[config.mk]
export PLATFORM = sky130hd
export DESIGN_NAME = fpu_arbiter
export DESIGN_NICKNAME = d
export VERILOG_FILES = /design/src/rtl/fpu_arbiter.sv
export SDC_FILE = /design/constraint.sdc
export NUM_CORES = 1
export LEC_CHECK = 0
export CAP_MARGIN = 20
export CELL_PAD_IN_SITES_DETAIL_PLACEMENT = 1
export CELL_PAD_IN_SITES_GLOBAL_PLACEMENT = 2
export CORE_ASPECT_RATIO = 1.4
export CORE_MARGIN = 4
export CORE_UTILIZATION = 21
export DETAILED_ROUTE_END_ITERATION = 8
export GPL_ROUTABILITY_DRIVEN = 0
export PLACE_DENSITY_LB_ADDON = 0.1
export SKIP_CTS_REPAIR_TIMING = 1
export SYNTH_ARGS = -nofsm -noshare
export SYNTH_HDL_FRONTEND = slang
export SYNTH_SLANG_ARGS = --single-unit
export TNS_END_PERCENT = 30
[constraint.sdc]
create_clock -name clk -period 6.5 [get_ports clk]
set_clock_uncertainty 0.05 [all_clocks]
set_input_delay 0.65 -clock clk [delete_from_list [all_inputs] [get_ports clk]]
set_output_delay 0.65 -clock clk [all_outputs]
set_load 0.005 [all_outputs]
[src/rtl/fpu_arbiter.sv]
// fpu_arbiter: round-robin sharing of a single FPU between N_REQ requesters, one operation at a time.
// Optional completion watchdog is compiled in when FPU_ARB_TIMEOUT_EN is defined.
module fpu_arbiter #(
    parameter int N_REQ   = 2,
    parameter int TIMEOUT = 255
) (
    input  logic                  clk,
    input  logic                  rst,
    input  logic [N_REQ-1:0]      req_valid,
    input  logic [8*N_REQ-1:0]    req_op,
    input  logic [32*N_REQ-1:0]   req_x1,
    input  logic [32*N_REQ-1:0]   req_x2,
    output logic [N_REQ-1:0]      req_ready,
    output logic [N_REQ-1:0]      resp_valid,
    output logic [31:0]           resp_y,
    output logic                  resp_ovf,
    output logic                  resp_err,
    output logic                  busy,
    output logic [7:0]            fpu_opcode,
    output logic [31:0]           fpu_x1,
    output logic [31:0]           fpu_x2,
    input  logic [31:0]           fpu_y,
    input  logic                  fpu_ovf,
    input  logic                  fpu_out_valid,
    output logic [1:0]            state_dbg
);

    // Handshake: a request is taken in the cycle where req_valid[g] && req_ready[g];
    // resp_valid is a one-cycle strobe without backpressure.
    localparam int GW = (N_REQ > 1) ? $clog2(N_REQ) : 1;

    typedef enum logic [1:0] {IDLE, ISSUE, WAIT, RESP} state_t;

    state_t            state_q, state_d;
    logic [GW-1:0]     rr_ptr;
    logic [GW-1:0]     grant_idx;
    logic              grant_found;
    logic [N_REQ-1:0]  owner;
    logic [7:0]        sel_op;
    logic [31:0]       sel_x1, sel_x2;
    logic              op_legal;
    int                cand;

`ifdef FPU_ARB_TIMEOUT_EN
    localparam int CW = $clog2(TIMEOUT + 1);
    logic [CW-1:0]     to_cnt;
    logic              to_hit;
    assign to_hit = (to_cnt == CW'(TIMEOUT - 1));
`endif

    // First requesting index at or above rr_ptr, wrapping past N_REQ-1.
    always_comb begin
        grant_found = 1'b0;
        grant_idx   = '0;
        cand        = 0;
        for (int i = 0; i < N_REQ; i++) begin
            cand = int'(rr_ptr) + i;
            if (cand >= N_REQ) cand = cand - N_REQ;
            if (!grant_found && req_valid[cand]) begin
                grant_found = 1'b1;
                grant_idx   = GW'(cand);
            end
        end
    end

    assign sel_op   = req_op[8*int'(grant_idx) +: 8];
    assign sel_x1   = req_x1[32*int'(grant_idx) +: 32];
    assign sel_x2   = req_x2[32*int'(grant_idx) +: 32];
    assign op_legal = (sel_op != 8'd0) && ((sel_op & (sel_op - 8'd1)) == 8'd0);

    always_comb begin
        req_ready = '0;
        if (state_q == IDLE && grant_found) req_ready[grant_idx] = 1'b1;
    end

    assign busy      = (state_q != IDLE);
    assign state_dbg = state_q;

    always_comb begin
        state_d = state_q;
        case (state_q)
            IDLE: begin
                if (grant_found) state_d = op_legal ? ISSUE : RESP;
            end
            ISSUE: state_d = WAIT;
            WAIT: begin
                if (fpu_out_valid) state_d = RESP;
`ifdef FPU_ARB_TIMEOUT_EN
                else if (to_hit) state_d = RESP;
`endif
            end
            RESP:    state_d = IDLE;
            default: state_d = IDLE;
        endcase
    end

    always_ff @(posedge clk) begin
        if (rst) begin
            state_q    <= IDLE;
            rr_ptr     <= '0;
            owner      <= '0;
            resp_valid <= '0;
            resp_y     <= '0;
            resp_ovf   <= 1'b0;
            resp_err   <= 1'b0;
            fpu_opcode <= '0;
            fpu_x1     <= '0;
            fpu_x2     <= '0;
`ifdef FPU_ARB_TIMEOUT_EN
            to_cnt     <= '0;
`endif
        end else begin
            state_q    <= state_d;
            fpu_opcode <= '0;
            resp_valid <= '0;
            case (state_q)
                IDLE: begin
                    if (grant_found) begin
                        owner  <= req_ready;
                        rr_ptr <= (int'(grant_idx) == N_REQ - 1) ? '0 : grant_idx + GW'(1);
                        if (op_legal) begin
                            fpu_opcode <= sel_op;
                            fpu_x1     <= sel_x1;
                            fpu_x2     <= sel_x2;
                        end else begin
                            // Illegal opcodes answer directly; the FPU never sees them.
                            resp_valid <= req_ready;
                            resp_y     <= '0;
                            resp_ovf   <= 1'b0;
                            resp_err   <= 1'b1;
                        end
                    end
                end
                ISSUE: begin
`ifdef FPU_ARB_TIMEOUT_EN
                    to_cnt <= '0;
`endif
                end
                WAIT: begin
                    if (fpu_out_valid) begin
                        resp_valid <= owner;
                        resp_y     <= fpu_y;
                        resp_ovf   <= fpu_ovf;
                        resp_err   <= 1'b0;
                    end
`ifdef FPU_ARB_TIMEOUT_EN
                    else if (to_hit) begin
                        resp_valid <= owner;
                        resp_y     <= '0;
                        resp_ovf   <= 1'b0;
                        resp_err   <= 1'b1;
                    end else begin
                        to_cnt <= to_cnt + CW'(1);
                    end
`endif
                end
                default: ;
            endcase
        end
    end

endmodule
# Yosys cells after proc, flatten, opt, wreduce, memory -nomap -nowiden
# Cells that the tools add are included.
# word_totals
regBits,113
latch_bits,0
ram_bits,0
romBits,0
input_bits,182
output_inout_bits,113
n_memories,0
# classes
add_sub_neg,5
multipliers,0
n_div,0
magnitude_cmp,6
eq_ne,6
shift,3
muxes,36
bitwise_logic,4
n_reduce_logical,15
# ops
operator,count
two-way mux 32 bit,5
variable part select 64 x 7 -> 32 bit,2
"less-than comparator 32 x 3 -> 1 bit, second input constant",2
one-hot mux 32 bit (2 select lines),1
two-way mux 1 bit,18
variable part select 16 x 5 -> 8 bit,1
two-way mux 2 bit,7
bitwise AND 8 bit,1
zero test 8 bit,1
one-hot mux 2 bit (4 select lines),1
nonzero test 8 bit,1
"subtractor 8 x 1 -> 8 bit, second input constant",1
"inequality test 2 bit, second input constant",3
"== test 2 bit, second input constant",2
logical AND 1 bit,4
one-hot mux 1 bit (2 select lines),2
one-hot mux 2 bit (2 select lines),1
AND reduction 2 bit,2
AND reduction 4 bit,1
nonzero test 2 bit,2
OR reduction 4 bit,1
NOT 1 bit,3
AND reduction 3 bit,1
"subtractor 1 x 2 -> 3 bit, second input constant",1
11 further kinds,11

# Depth between registers and ports, before layout
# Gate-level depths: netlist (run 1).
# logic_depth
word_depth,17
depth_mapped,10
mapped_depth_nobuf,7

# Least setup slack after synthesis (run 1)
# OpenSTA, ideal clock, no wires.
# synth_timing
path_type,input to register
startpoint,input port req_op[5]
endpoint,register resp_y[12]
arrival_ns,2.163
t_required_ns,6.318
slack_ns,4.155
path_stages,8
path_cell_list,nor4_4 -> a32oi_1 -> a32o_1 -> a211oi_1 -> buf_4 -> buf_2 -> nand4b_1 -> a21oi_1
# synth_between
elab_chain_cells,7
# synth_lines
element,line,source
"start, declared",10,"input logic [8*N_REQ-1:0] req_op,"
variable part select 16 x 5 -> 8 bit *,66,assign sel_op = req_op[8*int'(grant_idx) +: 8];
subtractor 8 x 1 -> 8 bit,69,assign op_legal = (sel_op != 8'd0) && ((sel_op & (sel_op - 8'd1)) == 8'd0);
bitwise AND 8 bit,69,
zero test 8 bit,69,
logical AND 1 bit *,69,
inequality test 2 bit (no line) *,-,
AND reduction 4 bit (no line) *,-,
"end signal, assigned",142,resp_y <= fpu_y;
"end, declared",15,"output logic [31:0] resp_y,"
# Mark *: on every way between the ends. The rest lies on a longest branch, timed or not.
# A chain may end at the register's enable or synchronous reset.

# Worst setup path after layout (run 1)
# layout_timing
startpoint,input port req_valid[0]
endpoint,output port req_ready[1]
# layout_between
elab_chain_cells,12
# layout_lines
element,line,source
"start, declared",9,"input logic [N_REQ-1:0] req_valid,"
two-way mux 1 bit (implied by the code) (3 in series),59,if (!grant_found && req_valid[cand]) begin
two-way mux 1 bit,59,
zero test 1 bit,59,
logical AND 1 bit,59,
two-way mux 1 bit,59,
less-than comparator 1 x 2 -> 1 bit (implied by the code) or greater-or-equal comparator 1 bit (tied branches),73,if (state_q == IDLE && grant_found) req_ready[grant_idx] = 1'b1;
logical AND 1 bit (implied by the code),73,
two-way mux 1 bit (implied by the code),73,
demux 1 bit (select 1 bit),73,
two-way mux 2 bit *,73,
"end, declared",13,"output logic [N_REQ-1:0] req_ready,"
# Mark *: on every way between the ends. The rest lies on a longest branch, timed or not. The select of a mux whose other input is x is not followed.

==> results.yml, run 1 <==
yosys:
  ys.flop_type: "dfxtp_1"
  synth.ff_latch_count: 113
  synth_most_common_cell: "nand2_1"
  synth_area_leaders: "dfxtp_1 (45%), a311oi_1 (11%), nand2_1 (11%)"
  async_flop_share: 0
  syn_area_sq_um: 5010
  ys_warn_count: 0
  synth_cell_types: 38
  synth.top_cell.area_share: 0.451
  synth_commonest_cells: "nand2_1 (149), dfxtp_1 (113), nor2_1 (72)"
  syn_inst: 620
  synth-seq-area-share: 0.451
  synth_edf_count: 0
  syn_nets: 804
  yosysTopAreaCell: "dfxtp_1"
  syn-mean-instance-area_sq_um: 8.09
die:
  rows: 66
  ios: 295
  initial_core_util: 0.215
  dieArea_sq_um: 26500
  die_w_microns: 139
  core_area_sq_um: 23400
  die_y_microns: 191
setup_path:
  end_kind: "primary output"
  cp-endpoint: "req_ready[1]"
  critPathRequiredTime_ps: 5800
  rr_worst_depth: 8
  r2r_end: "fpu_opcode[2]"
  crit_arrival_ps: 3080
  critical_path_class: "input port to primary output"
  start_kind: "input port"
  critPathLaunch: "req_valid[0]"
  critPathMaxFanout: 49
  r2r-start: "rr_ptr"
  r2r_slack_ps: 3570
power_and_ir_drop:
  finalPower_uw: 2510
  p_sw_uw: 758
  powerDensity_nw_per_um2: 287
  p_int_uw: 1760
  power_frac_comb: 0.294
  p_leak_uw: 0.00296
  switching_share: 0.301
  max-vdd-ir-drop_v: 0.000199
  seqPwrFrac: 0.320
  p_clk_frac: 0.387
drt:
  drt_drc_violations_left: 0
  drtPass1Iterations: 4
  ant_nets: 0
  wl_per_cell_microns: 18.4
  num_vias: 5614
  drt_iter0_markers: 215
  routed_wl_mm: 22.1
  drt-vias-per-instance: 4.67
finish:
  drive_above_1_share: 0.0516
  nets: 1063
  syn2layout_area_growth_pct: 74.9
  fin_area_sq_um: 8770
placement:
  port_buffers: 294
  dp_worst_setup_slack_ps: 2700
  dpl_cell_area_sq_um: 8160
  place_hpwl_mm: 15.9
sta:
  final.setup.worst_slack_ps: 2720
  relSlewSlack: 0.438
  min_period_ps: 3780
  tightest_slew_ps: 844
  final.setup.tns_ps: 0
  hold_violations: 0
  fmax_ghz: 0.264
  finalSetupViolations: 0
  layout_worst_path_cycle_share: 0.582
  rsz0062_at_grt: "no"
  slew_violations: 0
clock_tree:
  numCtsBuffers: 17
  clk-insertion-delay-late_ps: 410
  h-tree-depth: 4
  clock-sinks: 113
  max-clock-path-buffers: 2
  clock-root-buffer: "clkbuf_16"
  cts_tree: "built"
  path_clk_slew_ps: 50
global_routing:
  grt_pass1_wl_mm: 34.5
  grt_pass1_vias: 6223
  grt.total_usage: 0.165
  antenna_found_initial: 3
  overflow: 0
  grt_start_max_net_pins: 131
min_path:
  worstHoldPathType: "flop to flop"
outcome:
  outcome: "completed"
job:
  drv_cap: 0
## area by class of cell
type | instances | area (sq um)
antenna | 3 | 7.51
clock buffer | 23 | 478
timing repair buffer | 302 | 3030
tap | 306 | 383
fill | 2717 | 14600
clock inverter | 9 | 130
sequential | 113 | 2260
inverter | 3 | 11.3
multi-input combinational | 442 | 2470
## kinds of logic after synthesis
group / after synthesis / share of synthesized area
and+or+nand+nor: 271 / 0.249
xor gates and xnor gates: 2 / 0.00349
adders and majority gates: 2 / 0.00499
buffers and inverters: 65 / 0.0626
DFF: 113 / 0.451
AOI/OAI and AO/OA: 167 / 0.229
## layout by cell type (no fill, tap or decap), types with 3 or more instances in the layout
cell / instances
clkbuf_16: 17
a21oi_1: 48
o21ai_0: 35
clkdlybuf4s50_1: 293
nand2b_1: 5
nand2_1: 148
nand3_1: 3
clkbuf_1: 3
nand4b_1: 32
clkbuf_8: 3
buf_4: 7
dfxtp_1: 113
clkinvlp_4: 4
a211o_1: 3
inv_1: 3
diode_2: 3
nor2_1: 72
bufinv_16: 3
a311oi_1: 65
## critical path, stage by stage
cell	delay, ps
clkdlybuf4s50_1	560
nand2b_1	140
nand2_2	440
buf_4	570
nor2_1	160
clkdlybuf4s50_1	510
## layer usage
layer  vias to the layer above  wire length (microns)  GRT usage
met5                         -                      0          0
met4                         0                    338     0.0559
met3                        21                   1840     0.0690
met2                       178                  11600      0.301
met1                      2685                   8340      0.169
li1                       2730                      -          -
## worst min-delay path by stage
stage                               end  slack, ps        from  depth (start not counted)
after floorplan           resp_valid[0]        390    owner[0]                          2
after global placement       resp_y[29]        410  resp_y[29]                          2
after detailed placement  resp_valid[1]        410    owner[1]                          2
after CTS                 resp_valid[1]        420    owner[1]                          2
after global routing      resp_valid[1]        440    owner[1]                          2
final                     resp_valid[0]        420    owner[0]                          2
## registers in the layout, indices dropped and copies added, names as in the netlist
signal and count:
fpu_opcode 8, resp_valid 2, fpu_x1 32, resp_ovf 1
state_dbg 2, fpu_x2 32, owner 2, resp_err 1
rr_ptr 1, resp_y 32
## through the flow
step	hold slack (ps)	cells	utilization
after detailed placement	414	1166	0.349
after floorplan	394	620	-
after CTS	424	1198	0.375
after global routing	441	1201	0.375
final	422	1201	0.375
after global placement	407	1165	0.348
## power by group through the flow
stage | Clock, uW | Combinational [uW] | Sequential, uW
2_1_floorplan | 0 | 322 | 818
3_3_place_gp | 0 | 697 | 814
3_5_place_dp | 0 | 749 | 819
4_1_cts | 1010 | 751 | 804
5_1_grt | 1040 | 814 | 813
6_report | 972 | 738 | 803
(Power assumes the default switching activity.)
==> run 2, diff against run 1 <==
--- a/config.mk
+++ b/config.mk
@@ -10,7 +10,7 @@
 export CELL_PAD_IN_SITES_GLOBAL_PLACEMENT = 2
 export CORE_ASPECT_RATIO = 1.4
 export CORE_MARGIN = 4
-export CORE_UTILIZATION = 21
+export CORE_UTILIZATION = 18
 export DETAILED_ROUTE_END_ITERATION = 8
 export GPL_ROUTABILITY_DRIVEN = 0
 export PLACE_DENSITY_LB_ADDON = 0.1
==> constraint.sdc (replaced) <==
create_clock -name clk -period 3.2 [get_ports clk]
set_clock_uncertainty 0.05 [all_clocks]
set_input_delay 0.32 -clock clk [delete_from_list [all_inputs] [get_ports clk]]
set_output_delay 0.32 -clock clk [all_outputs]
set_load 0.005 [all_outputs]
==> run 2 against run 1 <==
Global-route usage decreased by 2.0 points. Final cell count increased by 5.4%. Sequential power increased by 100%. Routed wire length increased by 2.3%. Sequential share of layout area decreased by 0.34 points. Die area increased by 16%. Critical path type is now flop to primary output. Highest routed layer is now met5. Critical endpoint unchanged. Clock power increased by 91%. Worst hold slack got worse by 61 ps.
==> results.yml, run 2 (synthesis results as in run 1) <==
die:
  rows: 72
  initial_core_util: 0.182
  ios: 295
  die_y_microns: 205
  die_w_microns: 149
  dieArea_sq_um: 30600
  core_area_sq_um: 27600
clock_tree:
  clock-sinks: 113
  h-tree-depth: 4
  path_clk_slew_ps: 50
  clk-insertion-delay-late_ps: 410
  max-clock-path-buffers: 2
  numCtsBuffers: 17
  clock-root-buffer: "clkbuf_16"
  cts_tree: "built"
sta:
  min_period_ps: 2610
  layout_worst_path_cycle_share: 0.816
  hold_violations: 0
  relSlewSlack: 0.433
  fmax_ghz: 0.383
  rsz0062_at_grt: "no"
  slew_violations: 0
  final.setup.tns_ps: 0
  finalSetupViolations: 0
  hold_ws_ps: 361
  tightest_slew_ps: 850
drt:
  routed_wl_mm: 22.7
  wl_per_cell_microns: 17.9
  drt-vias-per-instance: 4.47
  ant_nets: 0
  drt_iter0_markers: 189
  drt_drc_violations_left: 0
  num_vias: 5656
  drtPass1Iterations: 5
finish:
  n_antenna_cell: 0
  reg_top3: "fpu_x1: 32 flops, fpu_x2: 32 flops, resp_y: 32 flops"
  layout_common_cells: "clkdlybuf4s50_1 (293), nand2_1 (148), dfxtp_1 (113)"
  final_common_cell: "clkdlybuf4s50_1"
  nets: 1068
  nFillCells: 3271
  syn2layout_area_growth_pct: 77.2
  drive_above_1_share: 0.0536
setup_path:
  critPathRequiredTime_ps: 2830
  start_kind: "flop"
  end_kind: "primary output"
  crit_top_cell: "inv_1"
  critPathLaunch: "state_dbg[0]"
  r2r_end: "fpu_x1[13]"
  slowest_delay_ps: 580
  crit_arrival_ps: 2240
  critPathMaxFanout: 9
  critical_path_class: "flop to primary output"
  rr_worst_depth: 8
  crit_chain: "inv_1 -> ha_1 -> inv_1 -> nor2_1 -> clkdlybuf4s50_1"
  slowest_stage: "clkdlybuf4s50_1"
  cp-endpoint: "req_ready[1]"
  r2r-start: "state_dbg[0]"
  r2r_slack_ps: 780
global_routing:
  antenna_found_initial: 1
  grt.met3_usage: 0.0707
  busiest_layer: "met2"
  met1_usage: 0.149
  grt_pass1_vias: 6195
  grt_start_max_net_pins: 73
  grt.total_usage: 0.145
  grt_pass1_wl_mm: 34.5
  gr-usage-met2: 0.261
  overflow: 0
placement:
  port_buffers: 294
  place_hpwl_mm: 16.6
power_and_ir_drop:
  power_frac_comb: 0.299
  powerDensity_nw_per_um2: 562
  p_int_uw: 3470
  p_leak_uw: 0.00300
  p_clk_frac: 0.373
  seqPwrFrac: 0.327
  switching_share: 0.306
  max-vdd-ir-drop_v: 0.000347
  p_sw_uw: 1530
min_path:
  worstHoldPathType: "input port to flop"
  holdPathStages: 2
outcome:
  outcome: "completed"
job:
  drv_cap: 0
-- run 2: worst max-delay path: cells and delay by family (launching register included) --
kind / cells / cell delay [ps]
adder cells (fa/ha/maj): 1 / 370
buffers and inverters: 3 / 880
flip-flops: 1 / 320
AND/OR/NAND/NOR: 1 / 250
-- run 2: area by class of cell --
type / count / area (sq um) / area share
Timing Repair Buffer: 307 / 3120 / 0.351
Multi-Input combinational cell: 442 / 2470 / 0.277
Sequential cell: 113 / 2260 / 0.255
Clock buffer: 25 / 485 / 0.0546
Tap cell: 370 / 463 / 0.0521
Clock inverter: 6 / 80.1 / 0.00901
Inverter: 3 / 11.3 / 0.00127
-- run 2: per-stage QoR --
step                      cell area [sq um]  total power [uW]  setup WS [ps]  utilization  cells
after floorplan                        5010              2320           1080            -    620
after global placement                 8310              3120            333        0.301   1234
after detailed placement               8320              3190            246        0.302   1235
after CTS                              8890              5120            513        0.322   1266
after global routing                   8890              5300            387        0.322   1266
final                                  8890              4990            589        0.322   1266
-- run 2: metal layers --
metal  share of wire  vias to the layer above  routed length (microns)
met5         0.00057                        -                       13
met4           0.012                        2                      277
met3           0.097                       13                     2210
met2            0.52                      204                    11700
met1            0.37                     2705                     8440
li1                -                     2732                        -
-- run 2: power by group through the flow --
stage	clock network [uW]	registers (uW)	logic (uW)
after global routing	2000	1650	1650
after CTS	1950	1640	1530
after detailed placement	0	1660	1530
after global placement	0	1660	1460
after floorplan	0	1660	655
final	1860	1630	1490
-- run 2: how the worst min path moves through the flow --
| stage | end | slack, ps | from |
|---|---|---|---|
| 2_1_floorplan | rr_ptr | 390 | req_valid[1] |
| 3_3_place_gp | resp_y[0] | 410 | resp_y[0] |
| 3_5_place_dp | resp_y[1] | 420 | resp_y[1] |
| 4_1_cts | owner[0] | 360 | rst |
| 5_1_grt | owner[0] | 370 | rst |
| 6_report | owner[0] | 360 | rst |
==> run 3, diff against run 2 <==
==> constraint.sdc (replaced) <==
create_clock -name clk -period 2.4 [get_ports clk]
set_clock_uncertainty 0.05 [all_clocks]
set_input_delay 0.24 -clock clk [delete_from_list [all_inputs] [get_ports clk]]
set_output_delay 0.24 -clock clk [all_outputs]
set_load 0.005 [all_outputs]
==> run 3 against run 2 <==
Combinational power grew 38%. Setup slack lost 460 ps. First-iteration DRC count is 20% lower. Critical endpoint unchanged.
==> results.yml, run 3 (synthesis results as in run 1) <==
outcome:
  outcome: "completed"
finish:
  layout_common_cells: "clkdlybuf4s50_1 (292), nand2_1 (148), dfxtp_1 (113)"
  drive_above_1_share: 0.0848
  reg_top3: "fpu_x1: 32 flops, fpu_x2: 32 flops, resp_y: 32 flops"
  final_common_cell: "clkdlybuf4s50_1"
  syn2layout_area_growth_pct: 82.1
  nFillCells: 3234
  fin_area_sq_um: 9130
  nets: 1093
sta:
  relSlewSlack: 0.443
  finalSetupViolations: 0
  layout_worst_path_cycle_share: 0.947
  hold_violations: 0
  final.setup.worst_slack_ps: 126
  min_period_ps: 2270
  fmax_ghz: 0.440
  final.setup.tns_ps: 0
  rsz0062_at_grt: "no"
  tightest_slew_ps: 835
  slew_violations: 0
clock_tree:
  clock-root-buffer: "clkbuf_16"
  clk-insertion-delay-late_ps: 410
  numCtsBuffers: 17
  cts_tree: "built"
  h-tree-depth: 4
  clock-sinks: 113
  path_clk_slew_ps: 50
  max-clock-path-buffers: 2
setup_path:
  critPathRequiredTime_ps: 2110
  crit_top_cell: "inv_1"
  slowest_stage: "clkdlybuf4s50_1"
  critPathBufInv: 3
  end_kind: "primary output"
  crit_arrival_ps: 1980
  crit_chain: "inv_1 -> ha_2 -> inv_1 -> nor2_2 -> clkdlybuf4s50_1"
  path_delay_family: "buffers and inverters"
  slowest_delay_ps: 580
  start_kind: "flop"
  critPathMaxFanout: 6
  critical_path_class: "flop to primary output"
global_routing:
  overflow: 0
  grt_start_max_net_pins: 73
  antenna_found_initial: 3
  grt_pass1_wl_mm: 35.3
  grt_pass1_vias: 6423
  grt.total_usage: 0.148
min_path:
  worstHoldPathType: "input port to flop"
die:
  ios: 295
  rows: 72
  initial_core_util: 0.182
  die_w_microns: 149
  die_y_microns: 205
  core_area_sq_um: 27600
  dieArea_sq_um: 30600
drt:
  drt_iter0_markers: 152
  drt_drc_violations_left: 0
  wl_per_cell_microns: 17.8
  ant_nets: 0
  routed_wl_mm: 23.0
  num_vias: 5748
  drt-vias-per-instance: 4.45
  drtPass1Iterations: 4
job:
  drv_cap: 0
power_and_ir_drop:
  max-vdd-ir-drop_v: 0.000473
  powerDensity_nw_per_um2: 737
  p_leak_uw: 0.00314
placement:
  place_hpwl_mm: 17.2
  dp_worst_setup_slack_ps: -259
  dpl_cell_area_sq_um: 8540
  port_buffers: 294
-- run 3: changes by cell type in the layout (fill, tap and decap cells not counted), sizes merged --
cell / change
buf: +25
diode: +2
clkbuf: -1
clkdlybuf4s50: -1
dlymetal6s2s: +1
-- run 3: power by group --
group	internal (uW)	switching (uW)	leakage, uW
logic	997	1050	0.00194
registers	2070	101	0.000915
clock network	1620	889	0.000286
-- run 3: per-layer routing --
| metal | global-route usage | routed length [microns] |
|---|---|---|
| met2 | 0.264 | 11800 |
| met5 | 0 | 12 |
| met1 | 0.149 | 8280 |
| met4 | 0.0491 | 427 |
| met3 | 0.0773 | 2420 |
-- run 3: final cells by class --
cell class / instances / area [sq um] / share of cell area
diodes: 2 / 5.00 / 0.000548
clock buffers: 24 / 492 / 0.0539
clock inverters: 6 / 80.1 / 0.00877
inverters: 3 / 11.3 / 0.00123
multi-input cells: 442 / 2480 / 0.271
flip-flops and latches: 113 / 2260 / 0.248
well taps: 370 / 463 / 0.0507
repair buffers: 332 / 3340 / 0.366
-- run 3: worst register-to-register path, stage by stage, from the launching register on --
cell and delay, ps:
dfxtp_1 340, nand2b_2 220, and2_2 210, a32o_1 260
a211oi_4 210, buf_12 190, buf_4 180, nor2_1 50
a311oi_1 270
-- run 3: final timing paths --
kind	from	end	slack (ps)	depth (start not counted)
worst max-delay path	state_dbg[0]	req_ready[1]	130	5
worst min register to register	resp_y[24]	resp_y[24]	420	2
worst min-delay path	rst	owner[1]	170	2
worst max register to register	rr_ptr	fpu_x2[7]	320	8
-- run 3: metrics by stage --
stage / hold slack [ps] / utilization / std cells / total power [uW]
after global routing: 159 / 0.331 / 1292 / 7130
final: 167 / 0.331 / 1292 / 6730
after global placement: 408 / 0.310 / 1260 / 4250
after CTS: 142 / 0.331 / 1290 / 6880
after floorplan: 309 / - / 620 / 3090
after detailed placement: 417 / 0.310 / 1260 / 4300
